<file path="config.mk">
export PLATFORM = sky130hd
export DESIGN_NAME = fetch_buffer
export DESIGN_NICKNAME = d
export VERILOG_FILES = /design/src/rtl/vr16_pkg.sv /design/src/rtl/fetch_buffer_mem.sv /design/src/rtl/fetch_buffer.sv
export SDC_FILE = /design/constraint.sdc
export NUM_CORES = 1
export LEC_CHECK = 0
export ABC_AREA = 1
export ABC_CLOCK_PERIOD_IN_PS = 10280
export CORE_ASPECT_RATIO = 1.1
export CORE_MARGIN = 2
export CORE_UTILIZATION = 30
export DETAILED_ROUTE_END_ITERATION = 16
export HOLD_SLACK_MARGIN = 0.05
export PLACE_DENSITY = 0.53
export SYNTH_ARGS = -nofsm -noshare
export SYNTH_HDL_FRONTEND = slang
export SYNTH_HIERARCHICAL = 1
export SYNTH_SLANG_ARGS = --single-unit
</file>
<file path="constraint.sdc">
create_clock -name clk -period 10.28 [get_ports clk]
set_input_delay 1.028 -clock clk [delete_from_list [all_inputs] [get_ports clk]]
set_output_delay 1.028 -clock clk [all_outputs]
set_load 0.01 [all_outputs]
</file>
<file path="src/rtl/vr16_pkg.sv">
`default_nettype none
// ============================================================================
// Module   : vr16_pkg
// Brief    : Shared VR16 fetch-path widths, typedefs and the fetch entry struct.
// Revision : 1.0 - initial release
// ============================================================================
package vr16_pkg;

    localparam int INSTR_W = 16;
    localparam int ADDR_W  = 16;

    typedef logic [INSTR_W-1:0] instr_t;
    typedef logic [ADDR_W-1:0]  addr_t;

    typedef struct packed {
        instr_t instr;
        addr_t  addr;
    } fetch_entry_t;

    function automatic fetch_entry_t make_entry(input instr_t instr, input addr_t addr);
        fetch_entry_t e;
        e.instr = instr;
        e.addr  = addr;
        return e;
    endfunction

endpackage
`default_nettype wire

</file>
<file path="src/rtl/fetch_buffer_mem.sv">
`default_nettype none
// ============================================================================
// Module   : fetch_buffer_mem
// Brief    : DEPTH x WIDTH register array, one write port, one async read port.
// Revision : 1.0 - initial release
// ============================================================================
module fetch_buffer_mem
    import vr16_pkg::*;
#(
    parameter int DEPTH = 4,
    parameter int WIDTH = vr16_pkg::INSTR_W + vr16_pkg::ADDR_W
) (
    input  logic                     clk,
    input  logic                     wr_en,
    input  logic [$clog2(DEPTH)-1:0] wr_addr,
    input  logic [WIDTH-1:0]         wr_data,
    input  logic [$clog2(DEPTH)-1:0] rd_addr,
    output logic [WIDTH-1:0]         rd_data
);

    logic [WIDTH-1:0] mem [DEPTH];

    // Contents are intentionally left unreset; validity is tracked by the owner.
    always_ff @(posedge clk) begin
        if (wr_en) begin
            mem[wr_addr] <= wr_data;
        end
    end

    assign rd_data = mem[rd_addr];

endmodule
`default_nettype wire

</file>
<file path="src/rtl/fetch_buffer.sv">
`default_nettype none
// ============================================================================
// Module   : fetch_buffer
// Brief    : Instruction prefetch FIFO between instruction memory and decoder.
//            Optional FETCH_BUFFER_STATS_EN adds starve_count and overflow_err.
// Revision : 1.0 - initial release
// ============================================================================
module fetch_buffer
    import vr16_pkg::*;
#(
    parameter int DEPTH   = 4,
    parameter int INSTR_W = vr16_pkg::INSTR_W,
    parameter int ADDR_W  = vr16_pkg::ADDR_W
) (
    input  logic                     clk,
    input  logic                     reset,
    input  logic                     flush,
    output logic                     fetch_enable,
    input  logic                     in_valid,
    input  logic [INSTR_W-1:0]       in_instr,
    input  logic [ADDR_W-1:0]        in_addr,
    output logic                     out_valid,
    output logic [INSTR_W-1:0]       out_instr,
    output logic [ADDR_W-1:0]        out_addr,
    input  logic                     out_ready,
    output logic [$clog2(DEPTH):0]   count
`ifdef FETCH_BUFFER_STATS_EN
    ,
    output logic [15:0]              starve_count,
    output logic                     overflow_err
`endif
);

    localparam int PW = $clog2(DEPTH);
    localparam int CW = PW + 1;
    localparam int EW = INSTR_W + ADDR_W;

    logic [PW-1:0] rd_ptr;
    logic [PW-1:0] wr_ptr;
    logic          pending;
    logic          discard;
    logic          running;
    logic          full;
    logic          push_try;
    logic          push;
    logic          pop;
    logic [EW-1:0] rd_data;

    assign full     = (count == CW'(DEPTH));
    assign pop      = out_valid && out_ready && !flush;
    assign push_try = in_valid && !discard && !flush;
    // A push into a full buffer is only legal when the head leaves the same cycle.
    assign push     = push_try && (!full || pop);

    // Every in-flight read owns a slot, so accepted data can never overflow.
    assign fetch_enable = running && !flush && ((count + CW'(pending)) < CW'(DEPTH));

    assign out_valid = (count != '0);
    assign out_instr = out_valid ? rd_data[EW-1:ADDR_W] : '0;
    assign out_addr  = out_valid ? rd_data[ADDR_W-1:0]  : '0;

    always_ff @(posedge clk or negedge reset) begin
        if (!reset) begin
            running <= 1'b0;
            pending <= 1'b0;
            discard <= 1'b0;
            rd_ptr  <= '0;
            wr_ptr  <= '0;
            count   <= '0;
        end else begin
            running <= 1'b1;
            if (flush) begin
                pending <= 1'b0;
                discard <= pending;
                rd_ptr  <= '0;
                wr_ptr  <= '0;
                count   <= '0;
            end else begin
                pending <= fetch_enable;
                discard <= 1'b0;
                if (push) begin
                    wr_ptr <= wr_ptr + 1'b1;
                end
                if (pop) begin
                    rd_ptr <= rd_ptr + 1'b1;
                end
                if (push && !pop) begin
                    count <= count + 1'b1;
                end else if (pop && !push) begin
                    count <= count - 1'b1;
                end
            end
        end
    end

    fetch_buffer_mem #(
        .DEPTH (DEPTH),
        .WIDTH (EW)
    ) u_mem (
        .clk     (clk),
        .wr_en   (push),
        .wr_addr (wr_ptr),
        .wr_data ({in_instr, in_addr}),
        .rd_addr (rd_ptr),
        .rd_data (rd_data)
    );

`ifdef FETCH_BUFFER_STATS_EN
    always_ff @(posedge clk or negedge reset) begin
        if (!reset) begin
            starve_count <= '0;
            overflow_err <= 1'b0;
        end else begin
            if (out_ready && !out_valid && !flush && (starve_count != 16'hFFFF)) begin
                starve_count <= starve_count + 16'd1;
            end
            if (push_try && full && !pop) begin
                overflow_err <= 1'b1;
            end
        end
    end
`endif

endmodule
`default_nettype wire

</file>
==> results summary, run 1 <==
The flow ran to the end, and the final reports show no timing, DRC or antenna violations. By area the synthesized netlist is led by sky130_fd_sc_hd__edfxtp_1 61%, sky130_fd_sc_hd__inv_1 11%, sky130_fd_sc_hd__nand2_1 10%, sky130_fd_sc_hd__nand3_1 5.6%, sky130_fd_sc_hd__dfrtp_1 4.0%. The floorplan die height is 156 um. The H-tree depth is 4. The top cell types in the final layout, fill and taps aside, are 178 x sky130_fd_sc_hd__inv_1, 171 x sky130_fd_sc_hd__nand2_1, 128 x sky130_fd_sc_hd__edfxtp_1. The maximum number of pins on one net before global-route repair came out at 67. The total CTS buffers is 17. The number of unique standard cell types used by synthesis came out at 24. The routed wire length is roughly 13 mm. After the first detailed-routing iteration, the DRC count stood at 186.

After layout, the worst setup slack is 6.34 ns. Global routing used ~13% of the available tracks across all layers. The number of global-route vias before repair came out at 3963. Setup repair after global routing left no endpoint under its margin.

Of all nets on the critical path, the largest fanout is 34. On the final layout, the worst clock skew is a little over 0.007 ns. The library cell used most frequently in the layout, excluding fill and tap cells, is sky130_fd_sc_hd__inv_1. The longest clock path from root to sink contains 2 buffers. The leftover overflow at the end of global routing is 0. The part of the Yosys area used for sequential elements is roughly two thirds. The switching power is between 500 and 600 uW. The startpoint kind of the worst setup timing path is a register. The cell type group with the largest total delay on the critical path is buffers and inverters.

Dividing the final minimum period by the clock period gives 38.4%. The first-pass detailed-route iteration total came out at 4. The power density over the cells came out at 224 nW/um2.

After clock tree synthesis, the setup repair step added 0 buffers. The final layout net count came out at 763. The floorplan has 55 rows. The total vias in the final route came out at 4108. The headroom to the max-slew limit is 27.7%.

The detailed placement HPWL came out at 7.85 mm. The initial antenna violation count is 0. The tree is rooted in a sky130_fd_sc_hd__clkbuf_16. The area growth from synthesis to layout came out at 23.7%. TritonCTS built the clock tree. The setup violation total in the final timing report is 0.

The first global-routing pass estimated 21.0 mm of wire. sky130_fd_sc_hd__edfxtp_1 takes more of the synthesized area than any other cell. The core region is 20600 um2. 0 antenna diodes ended up in the layout. The hold slack came out at 0.480 ns. The effective utilization at floorplan came out at between 30% and 40%. The mean number of vias per cell came out at 4.14. The detail route stage leaves a number of antenna-violating nets equal to 0. The finished cells cover 7790 um2. The final routed DRC violation total is 0.

The number of cells produced by synthesis is 649. The area of the die came out at 22200 um2. The number of clock sinks came out at about 140. The required time of the worst setup path is a little over 9 ns. Traced cell by cell, the critical path runs through inv_1 > buf_4 > nand3_1 > nand2_1 > inv_1 > nor2_1 > clkdlybuf4s50_1. The post-synthesis register bit count came out at around 140. The part of the power in the clock network is 32.2%. Clock-pin slew was measured on the worst setup and hold paths at 0.06 ns.

The data arrival time of the critical path is around 2.9 ns. When the netlist entered floorplanning its net count stood at slightly below 700. The number of max-cap violations is 0. Hold repair after CTS inserted 0 buffers. In the final routed layout, each cell accounts on average for 13.4 um. The later pin in the worst-skew pair is clocked with a latency of roughly 0.41 ns. The number of I/O pins came out at 74. The final RePlAce weighted congestion came out at between 0.6 and 0.7. The sequential cell fraction of total power came out at 37.9%. The floorplan step set the die width to ~140 um. The number of port buffers came out at between 70 and 80. Overall power consumption after layout is estimated at roughly 1.7 mW.

Combinational logic burns between 20 and 30% of the power. The post-placement worst setup slack is 6.49 ns. The post-route netlist has 6.79% of its cells at a drive strength greater than 1.

The count of synthesis-stage warnings from yosys is 6. The slowest library cell on the worst path is sky130_fd_sc_hd__dfrtp_2. The transition time at the pin with the least slew margin came out at 1.08 ns. The worst setup path is of the reg2out kind.

The most prevalent standard cell on the critical path is sky130_fd_sc_hd__inv_1. VDD sags by at most roughly 0.00010 V. The shortest period the worst path allows came out at about 3.9 ns. The timing-limited maximum frequency came out at about 250 MHz. In this run the static leakage power is 3.52 nW.

The synthesized area per cell came out at 9.71 um2. The number of stages on the worst setup path is 7. The total buffers and inverters traversed by the critical path is 4. The final hold violation count was 0.

The cell area reported after detailed placement came out at between 7000 and 8000 um2. The switching portion of total power is 30.3%. The max-slew violation total from the final report came out at 0.

The worst-case reg-to-reg path depth is 8. The internal power of the cells totals ~1.2 mW. In this run, post-CTS repair resized a total of 0 instances. The kind of end point of the critical path is an output pin.

The worst hold path passes through 2 cells. After routing, the total negative slack on setup checks comes to 0 ns. The cell area after synthesis came out at ~6300 um2. The top-area cell type share of the netlist area is 61.0%. The path category of the worst min-delay check is reg2reg. The maximum cell stage delay along the critical path is between 0.6 and 0.7 ns.
layout make-up:
type                       count  area [um2]
clock inverter                12         109
inverter                     182         683
sequential                   138        4100
tap                          256         320
fill                        2038       12800
multi-input combinational    305        1360
timing repair buffer          81         791
clock buffer                  18         429
kinds of logic (layout without fill, tap and decap cells):
kind of cell | after synthesis | after routing | synth area share [%]
simple gates | 291 | 291 | 19.7
buf+inv | 206 | 293 | 13.7
flops | 138 | 138 | 65.0
compound gates | 12 | 12 | 1.21
fa+ha+maj | 1 | 1 | 0.318
other cells | 1 | 1 | 0.0595
worst register-to-register path, cell delays in order, from the launching register on:
cell and delay, ns:
sky130_fd_sc_hd__dfrtp_1 0.36, sky130_fd_sc_hd__inv_1 0.05, sky130_fd_sc_hd__nand2_1 0.09, sky130_fd_sc_hd__nor2_4 0.17, sky130_fd_sc_hd__nand2_2 0.10, sky130_fd_sc_hd__inv_1 0.06
sky130_fd_sc_hd__inv_1 0.09, sky130_fd_sc_hd__nor3_2 0.83, sky130_fd_sc_hd__buf_4 0.47
sequential cells by signal, indices dropped and copies added, names as in the netlist:
name	cells
wr_ptr	2
discard	1
pending	1
count	3
running	1
rd_ptr	2
u_mem/mem	128
worst paths after layout:
| path | from | to | slack (ns) |
|---|---|---|---|
| worst min-delay path | pending | discard | 0.48 |
| worst max-delay path | rd_ptr[1] | out_instr[15] | 6.34 |
| max in group asynchronous | reset | rd_ptr[0] | 8.98 |
| worst max register to register | discard | u_mem/mem[2][28] | 7.72 |
| worst min register to register | pending | discard | 0.48 |
| min in group asynchronous | reset | running | 0.94 |
stage by stage:
step | utilization [%] | instances
floorplan | - | 649
global placement | 35.3 | 962
detailed placement | 35.3 | 962
CTS | 37.9 | 992
global route | 37.9 | 992
finish | 37.9 | 992
metal layers:
metal	vias up	GRT usage, %	wire, um
met4	0	4.95	203
met5	-	0	0
met3	14	3.38	567
li1	2135	-	-
met2	86	21.3	6410
met1	1873	15.5	6100
cells in the mapped netlist:
library cell / count
sky130_fd_sc_hd__inv_1: 179
sky130_fd_sc_hd__nand2_1: 171
sky130_fd_sc_hd__edfxtp_1: 128
sky130_fd_sc_hd__nand3_1: 71
sky130_fd_sc_hd__nor2_1: 35
sky130_fd_sc_hd__buf_2: 12
sky130_fd_sc_hd__dfrtp_1: 10
sky130_fd_sc_hd__buf_6: 8
sky130_fd_sc_hd__buf_4: 4
sky130_fd_sc_hd__nor3_1: 4
sky130_fd_sc_hd__o21ai_0: 4
sky130_fd_sc_hd__inv_2: 3
sky130_fd_sc_hd__nand4_1: 3
sky130_fd_sc_hd__a211oi_1: 2
sky130_fd_sc_hd__a21oi_1: 2
sky130_fd_sc_hd__nand2_2: 2
sky130_fd_sc_hd__nand2_4: 2
sky130_fd_sc_hd__nor2_4: 2
sky130_fd_sc_hd__o21ai_1: 2
sky130_fd_sc_hd__a21oi_2: 1
sky130_fd_sc_hd__conb_1: 1
sky130_fd_sc_hd__fa_1: 1
sky130_fd_sc_hd__nand3_4: 1
sky130_fd_sc_hd__o22ai_2: 1
power groups by stage:
stage          Clock [mW]  Sequential [mW]  Combinational [mW]
6_report            0.561            0.662               0.521
5_1_grt             0.598            0.665               0.590
4_1_cts             0.573            0.663               0.537
3_5_place_dp            0            0.674               0.533
3_3_place_gp            0            0.674               0.533
2_1_floorplan           0            0.666               0.304
(Power assumes the default switching activity.)
==> inputs of run 2 (changes only) <==
--- a/config.mk
+++ b/config.mk
@@ -6,13 +6,13 @@
 export NUM_CORES = 1
 export LEC_CHECK = 0
 export ABC_AREA = 1
-export ABC_CLOCK_PERIOD_IN_PS = 10280
+export ABC_CLOCK_PERIOD_IN_PS = 3500
 export CORE_ASPECT_RATIO = 1.1
 export CORE_MARGIN = 2
 export CORE_UTILIZATION = 30
 export DETAILED_ROUTE_END_ITERATION = 16
 export HOLD_SLACK_MARGIN = 0.05
-export PLACE_DENSITY = 0.53
+export PLACE_DENSITY = 0.55
 export SYNTH_ARGS = -nofsm -noshare
 export SYNTH_HDL_FRONTEND = slang
 export SYNTH_HIERARCHICAL = 1
==> constraint.sdc (replaced) <==
create_clock -name clk -period 3.5 [get_ports clk]
set_input_delay 0.35 -clock clk [delete_from_list [all_inputs] [get_ports clk]]
set_output_delay 0.35 -clock clk [all_outputs]
set_load 0.01 [all_outputs]
==> results summary, run 2 (same netlist as run 1, synthesis figures left out) <==
The type of the setup path with the least slack is reg2out (unchanged). The final total negative setup slack came out at 0 ns (unchanged). Commonest cells after routing, fill and taps aside: 179 x sky130_fd_sc_hd__inv_1, 171 x sky130_fd_sc_hd__nand2_1, 128 x sky130_fd_sc_hd__edfxtp_1 (was 178 x sky130_fd_sc_hd__inv_1, 171 x sky130_fd_sc_hd__nand2_1, 128 x sky130_fd_sc_hd__edfxtp_1). The count of buffers added by post-CTS timing repair for setup came out at 0 (unchanged). The first-iteration detailed-routing DRC count is 226 (was 186). The number of global-route vias before repair came to 4005 (was 3963). The clock tree root driver cell is sky130_fd_sc_hd__clkbuf_16 (unchanged). The worst-case clock skew is 0.00792 ns (was 0.00711 ns). The hold slack came out at 0.265 ns (was 0.480 ns). The number of resized instances in the post-cts repair step is 0 (unchanged).

Largest registers: u_mem/mem: 128 flops, count: 3 flops (unchanged). The maximum clock insertion buffer count came out at 2 (unchanged). The clock-pin slew of the registers on the worst-case setup and hold paths is 0.06 ns (about the same).

The final routed DRC violation total is 0 (unchanged). Result of the run: finished clean (unchanged). The area growth from synthesis to layout came out at 24.8% (was 23.7%).

The worst-case register-to-register setup slack is 1.64 ns (was 7.72 ns). The number of routed nets with antenna violations is 0 (unchanged). The floorplan die height came out at 156 um (unchanged). The headroom to the max-slew limit came out at 50.7% (was 27.7%).

The maximum VDD drop is 0.000350 V (was 0.000104 V). The leftover overflow at the end of global routing is 0 (unchanged). The horizontal extent of the die came out at 142 um (unchanged). The aggregate global-route resource usage came out at 12.3% (was 12.7%). The final hold violation count is 0 (unchanged). The detailed placement HPWL came to 7.90 mm (was 7.85 mm). The most common library cell in the layout ignoring fill and taps is sky130_fd_sc_hd__inv_1 (unchanged). The final RePlAce weighted congestion is 0.758 (was 0.691). The mean number of vias per cell was 4.05 (was 4.14). In the finished design, the share of the clock period the worst path needs comes to between 70 and 80%. The number of inserted diodes is 0 (unchanged). The fraction of final layout cells with drive strength greater than 1 is 7.56% (was 6.79%). The total core area came out at 20600 um2 (unchanged). The total vias in the final route was 4042 (was 4108).

The largest driver fanout on the critical path came out at 33 (was 34). The number of flip-flops under the largest register name came out at 128 (unchanged). The transition time at the pin with the least slew margin came out at 0.739 ns (was 1.08 ns). The static power due to leakage is 3.55 nW (was 3.52 nW). The worst-case reg-to-reg path depth is 8 (unchanged).

The startpoint kind of the worst setup timing path is a register (unchanged). The H-tree depth came to 4 (unchanged). The number of max-cap violations is 0 (unchanged).

The data arrival time of the critical path was 2.36 ns (was 2.91 ns). The final layout net count came out at 766 (was 763). The max-slew violation total from the final report is 0 (unchanged). The timing-limited maximum frequency came out at 369 MHz. The effective utilization at floorplan was 30.6% (unchanged). The clock insertion delay at the later pin of the skew report was 0.42 ns (was 0.41 ns). The average wire per standard cell is 12.7 um (was 13.4 um). The total CTS buffers came to 17 (unchanged).

The total design power came out at 5.20 mW (was 1.74 mW). The clock tree from TritonCTS is done (unchanged). The area of the die was 22200 um2 (unchanged). The maximum number of pins on one net before global-route repair is 67 (unchanged). The wire length of the first global-routing pass came to 20.6 mm (was 21.0 mm). The number of core rows came to 55 (unchanged).

The setup violation total in the final timing report is 0 (unchanged). The number of buffers added to fix hold violations after cts came to 0 (unchanged). The fill cell instance count of the final layout came out at 2022 (was 2038).

RSZ-0062 raised after global routing: false (unchanged). The number of I/O pins was 74 (unchanged). The path category of the worst min-delay check was in2async (was reg2reg). The number of clock sinks came out at 138 (unchanged). For the finished layout, the period the worst path requires is 2.71 ns. The final design utilization was 38.2% (was 37.9%). The required time of the worst setup path came out at 3.15 ns (was 9.25 ns). The startpoint of the lowest-slack register-to-register path is discard (unchanged). The first-pass detailed-route iteration total is 4 (unchanged). The routed wire length came to 12.6 mm (was 13.3 mm). The number of port buffers is 73 (unchanged). The top register by number of flip-flops is u_mem/mem (unchanged). The kind of end point of the critical path is an output pin (unchanged). The cell area reported after detailed placement came out at 7280 um2 (was 7250 um2). The initial antenna violation count was 1 (was 0). The post-layout instance area is 7860 um2 (was 7790 um2).

The reg-to-reg critical path endpoint was u_mem/mem[3][24] (was u_mem/mem[2][28]). The power density over the cells came out at 662 nW/um2 (was 224 nW/um2).
==> run 2: how the worst max path moves through the flow <==
stage,cells after the start,from,end,slack [ns]
after floorplan,7,discard,u_mem/mem[0][0],0.03
after global placement,7,flush,u_mem/mem[1][13],1.15
after detailed placement,7,flush,u_mem/mem[1][13],1.10
after CTS,8,rd_ptr[0],out_instr[9],0.73
after global routing,8,rd_ptr[0],out_instr[4],0.51
final,8,rd_ptr[0],out_instr[10],0.79
==> run 2: layout make-up <==
cell class / count / area (um2) / area share [%]
Multi-Input combinational cell: 305 / 1360 / 17.3
Sequential cell: 138 / 4100 / 52.1
Tap cell: 256 / 320 / 4.08
Clock inverter: 14 / 155 / 1.97
Clock buffer: 18 / 429 / 5.46
Timing Repair Buffer: 84 / 813 / 10.3
Inverter: 182 / 683 / 8.69
==> run 2: worst max-delay path, stage by stage (launching register included) <==
cell and delay [ns]:
sky130_fd_sc_hd__dfrtp_2 0.40, sky130_fd_sc_hd__inv_2 0.41, sky130_fd_sc_hd__buf_4 0.34, sky130_fd_sc_hd__nand2_1 0.08, sky130_fd_sc_hd__nand3_1 0.08, sky130_fd_sc_hd__nand2_1 0.06
sky130_fd_sc_hd__inv_1 0.04, sky130_fd_sc_hd__nor2_1 0.04, sky130_fd_sc_hd__clkdlybuf4s50_1 0.49
==> run 2: where the power goes <==
group	internal, mW	switching (mW)	total, mW
registers	1.88	0.0544	1.94
clock network	1.11	0.634	1.74
logic	0.678	0.846	1.52
total	3.67	1.53	5.20
==> run 2: metrics by stage <==
| stage | setup slack [ns] | std cells |
|---|---|---|
| 6_report | 0.787 | 997 |
| 5_1_grt | 0.511 | 997 |
| 3_5_place_dp | 1.10 | 965 |
| 2_1_floorplan | 0.0302 | 649 |
| 4_1_cts | 0.726 | 997 |
| 3_3_place_gp | 1.15 | 965 |
==> run 2: metal layers <==
metal | up-vias | GRT usage (%) | part of all wire, %
li1 | 2144 | - | -
met4 | 2 | 5.33 | 2.0
met5 | - | 0 | 0.079
met1 | 1810 | 14.4 | 45
met2 | 64 | 21.0 | 49
met3 | 22 | 3.35 | 4.2
